### src/rtl/recorder_ctrl.sv
// Recorder mode controller: key edges, IDLE/REC/PLAY/PAUSE FSM,
// speed controls and recording-end tracking.
module recorder_ctrl #(
  parameter int AW       = 18,
  parameter int ADDR_MAX = 262143,
  parameter int SPD_MAX  = 8
) (
  input  logic          clk,
  input  logic          reset_n,
  input  logic          key_play,
  input  logic          key_record,
  input  logic          key_stop,
  input  logic          key_faster,
  input  logic          key_slower,
  input  logic          key_method,
  input  logic [AW-1:0] addr_i,
  output logic          play,
  output logic          record,
  output logic [3:0]    slow,
  output logic [3:0]    fast,
  output logic          slowmethod,
  output logic [AW-1:0] rec_end,
  output logic [2:0]    state_o
);

  typedef enum logic [2:0] {
    S_IDLE   = 3'd0,
    S_REC    = 3'd1,
    S_PLAY   = 3'd2,
    S_RPAUSE = 3'd3,
    S_PPAUSE = 3'd4
  } state_t;

  localparam logic [AW-1:0] AMAX = AW'(ADDR_MAX);
  localparam logic signed [4:0] SPD_HI = 5'(SPD_MAX - 1);
  localparam logic signed [4:0] SPD_LO = -SPD_HI;

  logic [1:0]    rst_q;
  logic          rst_n;
  logic [5:0]    key_in;
  logic [5:0]    key_q;
  logic [5:0]    key_edge;
  logic          ev_stop, ev_rec, ev_play;
  logic          ev_fast, ev_slow, ev_meth;
  logic [AW-1:0] a1_q, a2_q, a3_q, addr_s_q;
  state_t        state_q, state_d;
  logic [AW-1:0] rec_end_q, rec_end_d;
  logic          play_q, record_q;
  logic signed [4:0] spd_q, spd_d;
  logic          meth_q;

  // Reset synchronizer: assert immediately, release on clk
  always_ff @(posedge clk or negedge reset_n) begin
    if (!reset_n) rst_q <= 2'b00;
    else          rst_q <= {rst_q[0], 1'b1};
  end

  assign rst_n = rst_q[1];

  assign key_in = {key_method, key_slower, key_faster,
                   key_stop, key_record, key_play};
  assign key_edge = key_in & ~key_q;

  // Key history for rising-edge detection
  always_ff @(posedge clk or negedge rst_n) begin
    if (!rst_n) key_q <= '0;
    else        key_q <= key_in;
  end

  // Only the highest-priority edge acts in a given cycle
  always_comb begin
    ev_stop = 1'b0;
    ev_rec  = 1'b0;
    ev_play = 1'b0;
    ev_fast = 1'b0;
    ev_slow = 1'b0;
    ev_meth = 1'b0;
    if      (key_edge[2]) ev_stop = 1'b1;
    else if (key_edge[1]) ev_rec  = 1'b1;
    else if (key_edge[0]) ev_play = 1'b1;
    else if (key_edge[3]) ev_fast = 1'b1;
    else if (key_edge[4]) ev_slow = 1'b1;
    else if (key_edge[5]) ev_meth = 1'b1;
  end

  // Address synchronizer; accept only a value stable over two stages
  always_ff @(posedge clk or negedge rst_n) begin
    if (!rst_n) begin
      a1_q     <= '0;
      a2_q     <= '0;
      a3_q     <= '0;
      addr_s_q <= '0;
    end else begin
      a1_q <= addr_i;
      a2_q <= a1_q;
      a3_q <= a2_q;
      if (a2_q == a3_q) addr_s_q <= a3_q;
    end
  end

  // Next-state and recording-end logic
  always_comb begin
    state_d   = state_q;
    rec_end_d = rec_end_q;
    case (state_q)
      S_IDLE: begin
        if (ev_rec)
          state_d = S_REC;
        else if (ev_play && rec_end_q != '0)
          state_d = S_PLAY;
      end
      S_REC: begin
        rec_end_d = addr_s_q;
        if (ev_stop) begin
          state_d = S_IDLE;
        end else if (addr_s_q == AMAX) begin
          state_d   = S_IDLE;
          rec_end_d = AMAX;
        end else if (ev_rec) begin
          state_d = S_RPAUSE;
        end
      end
      S_RPAUSE: begin
        if (ev_stop)     state_d = S_IDLE;
        else if (ev_rec) state_d = S_REC;
      end
      S_PLAY: begin
        if (ev_stop)                     state_d = S_IDLE;
        else if (ev_play)                state_d = S_PPAUSE;
        else if (addr_s_q >= rec_end_q)  state_d = S_IDLE;
      end
      S_PPAUSE: begin
        if (ev_stop)      state_d = S_IDLE;
        else if (ev_play) state_d = S_PLAY;
      end
      default: state_d = S_IDLE;
    endcase
  end

  // Saturating speed index
  always_comb begin
    spd_d = spd_q;
    if (ev_fast && spd_q < SPD_HI)
      spd_d = spd_q + 5'sd1;
    else if (ev_slow && spd_q > SPD_LO)
      spd_d = spd_q - 5'sd1;
  end

  // State, levels, speed and method registers
  always_ff @(posedge clk or negedge rst_n) begin
    if (!rst_n) begin
      state_q   <= S_IDLE;
      rec_end_q <= '0;
      play_q    <= 1'b0;
      record_q  <= 1'b0;
      spd_q     <= '0;
      meth_q    <= 1'b0;
    end else begin
      state_q   <= state_d;
      rec_end_q <= rec_end_d;
      play_q    <= (state_q == S_PLAY);
      record_q  <= (state_q == S_REC);
      spd_q     <= spd_d;
      if (ev_meth) meth_q <= ~meth_q;
    end
  end

  assign play       = play_q;
  assign record     = record_q;
  assign rec_end    = rec_end_q;
  assign state_o    = state_q;
  assign slowmethod = meth_q;
  assign fast = spd_q[4] ? 4'd1 : 4'(spd_q + 5'sd1);
  assign slow = spd_q[4] ? 4'(5'sd1 - spd_q) : 4'd1;

endmodule

### config.mk
export PLATFORM = sky130hd
export DESIGN_NAME = recorder_ctrl
export DESIGN_NICKNAME = d
export VERILOG_FILES = /design/src/rtl/recorder_ctrl.sv
export SDC_FILE = /design/constraint.sdc
export NUM_CORES = 1
export LEC_CHECK = 0
export ABC_AREA = 0
export CORE_MARGIN = 4
export CORE_UTILIZATION = 58
export CTS_CLUSTER_DIAMETER = 80
export DETAILED_ROUTE_END_ITERATION = 10
export PLACE_DENSITY = 0.9
export SETUP_SLACK_MARGIN = 0.2
export SLEW_MARGIN = 0
export SYNTH_ARGS = -nofsm -noshare
export SYNTH_HDL_FRONTEND = slang
export SYNTH_SLANG_ARGS = --single-unit
### constraint.sdc
create_clock -name clk -period 8 [get_ports clk]
set_clock_uncertainty 0.1 [all_clocks]
set_input_delay 1.6 -clock clk [delete_from_list [all_inputs] [get_ports clk]]
set_output_delay 1.6 -clock clk [all_outputs]
set_load 0.01 [all_outputs]
==> metrics.yaml <==
grt_overflow: 0
finalHoldViolations: 0
period_share_pct: 46.5
synth_area_leader_cell: "dfrtp_1"
multi_input_area_um2: 1490
path_class: "reg -> out"
p_comb_share_pct: 19.9
cp_max_fo: 10
clkLatencyLatePin_ps: 370
cp.required_ps: 6300
drt_iter0_drc: 194
finalSetupTns_ps: 0
drive_above_1_share_pct: 9.49
slew_violations: 0
postCtsHoldBufs: 0
hold_class: "reg -> async"
crit_path_start_kind: "flip-flop"
die_x_um: 94.5
ys_ff_latch: 109
synth_area_leaders: "dfrtp_1 (63%), ha_1 (6.6%), mux2_2 (4.7%), xor2_1 (3.0%), o21ai_0 (2.4%)"
final-seq-area_um2: 2730
seqPwrFrac_pct: 53.5
firstDrtPassIters: 5
numClockSinks: 109
synth.avg_cell_area_um2: 12.6
cts-resized-gates: 0
syn_area_um2: 4340
p_int_mw: 0.836
outcome: "finished, final reports clean"
post-route-min-period_ps: 3720
grt_usage_pct: 18.9
cap_viol_max_count: 0
leakage_nw: 2.30
postPlaceCellArea_um2: 5010
layout.nets: 455
die_h_um: 94.5
drtAntennaViolNets: 0
wire_per_inst_um: 15.1
final_cell_area_um2: 5210
synthCells: 344
endpoint_kind: "output pin"
max_slew.worst_pin.slew_ps: 1090
slew_headroom_pct: 27.0
io_pins: 58
power_density_nw_per_um2: 228
drc_errors: 0
power.switching_mw: 0.352
final_cell_mix: "dfrtp_1 (108), clkdlybuf4s50_1 (57), nand2_1 (27)"
initial_utilization_pct: 59.8
max_freq_mhz: 269
cts.reportedPaths.clkPinSlew_ps: 100
yosys_warnings: 0
synth.net_count: 393
gp_congestion: 0.969
final_util_pct: 71.8
grt_pass1_vias: 2682
reg2reg_setup_slack_ps: 5250
rsz0062_at_grt: "false"
core_um2: 7250
cts-root-buf: "clkbuf_8"
dieArea_um2: 8930
numCtsBuffers: 9
arrival_ps: 2020
port_buffers: 57
clockBufferDepth: 2
post_cts_buffers: 0
clkPwrFrac_pct: 26.6
antenna_found_initial: 0
synth.distinct_cells: 41
ys_seq_area_share_pct: 62.9
num_antenna_cells: 0
dpl.hpwl_um: 5730
ir_worst_vdd_uv: 157
area_growth_pct: 20.0
synth_top_area_share_pct: 62.9
grt_max_degree: 66
switching_share_pct: 29.7
wl_um: 7680
cts-htree-levels: 3
vias_per_cell: 5.46
grt_pass1_wl_um: 12800
setup_viol: 0
rows: 31
nFillCells: 496
cts_tree: "done"
final_common_cell: "dfrtp_1"
vias: 2787
## cell usage after synthesis (all sizes together)
cell type,count
a211oi,1
a21bo,1
a21o,1
a21oi,9
a22oi,3
a311oi,1
a31oi,1
a32oi,1
and2,1
and3b,1
and4,2
buf,1
clkbuf,7
conb,1
dfrtp,109
ha,23
inv,23
mux2,19
nand2,27
nand2b,6
nand3,3
nand4,8
nand4b,1
nor2,13
nor2b,9
nor3,6
nor4,11
nor4bb,1
o2111ai,1
o211ai,1
o21ai,21
o21bai,1
o22a,1
o311a,1
o311ai,1
o31ai,1
or3b,1
xnor2,10
xor2,15
## layout make-up
class / count / share of cell area (%)
inverter: 23 / 1.66
multi-input combinational: 204 / 28.6
timing repair buffer: 59 / 11.2
clock inverter: 6 / 1.25
tap: 99 / 2.38
sequential: 109 / 52.5
clock buffer: 10 / 2.45
## path summary, 6_finish.rpt
kind / cells after the start / startpoint / to
max reg2reg: 5 / a3_q[6] / addr_s_q[11]
min: 0 / rst_q[1] / a3_q[12]
min in group clk: 0 / a1_q[13] / a2_q[13]
max in group asynchronous: 1 / reset_n / rst_q[1]
min reg2reg: 0 / rst_q[1] / a3_q[12]
max: 4 / spd_q[0] / fast[1]
## state kept, by name (all words and copies together) (netlist names)
register    flops
a1_q           18
a2_q           18
a3_q           18
addr_s_q       18
rec_end        18
key_q           6
spd_q           5
state_o         3
rst_q           2
play            1
record          1
slowmethod      1
## metrics by stage
| stage | power [mW] | cells | hold slack, ps | setup slack (ps) |
|---|---|---|---|---|
| 2_1_floorplan | 0.776 | 344 | 231 | 4640 |
| 3_3_place_gp | 0.874 | 494 | 211 | 4400 |
| 3_5_place_dp | 0.886 | 494 | 220 | 4320 |
| 4_1_cts | 1.20 | 510 | 227 | 4270 |
| 5_1_grt | 1.25 | 510 | 262 | 4170 |
| 6_report | 1.19 | 510 | 206 | 4280 |
## power groups by stage
stage	logic [mW]	clock network, mW	registers (mW)
floorplan	0.139	0	0.638
global placement	0.230	0	0.644
detailed placement	0.238	0	0.648
CTS	0.240	0.326	0.637
global route	0.263	0.348	0.644
finish	0.237	0.315	0.636
## critical path, stage by stage (launching register included)
cell and delay, ps:
dfrtp_1 570, inv_1 90, ha_1 320, nor2b_1 130
clkdlybuf4s50_1 550
## routing by layer
layer	up-vias	share of wire (%)	global-route usage, %
li1	1319	-	-
met1	1370	43	25.9
met2	84	49	28.4
met3	14	5.8	4.94
met4	0	2.1	8.65
met5	-	0	0
## logic make-up after synthesis
logic type      after synthesis  share of synthesized area, %
fa+ha+maj                    23                          6.63
compound gates               46                          6.46
xor+xnor                     25                          5.05
other cells                   1                        0.0864
buf+inv                      31                          2.85
simple gates                 90                          11.1
flops                       109                          62.9
mux                          19                          4.93
(Power assumes the default switching activity.)
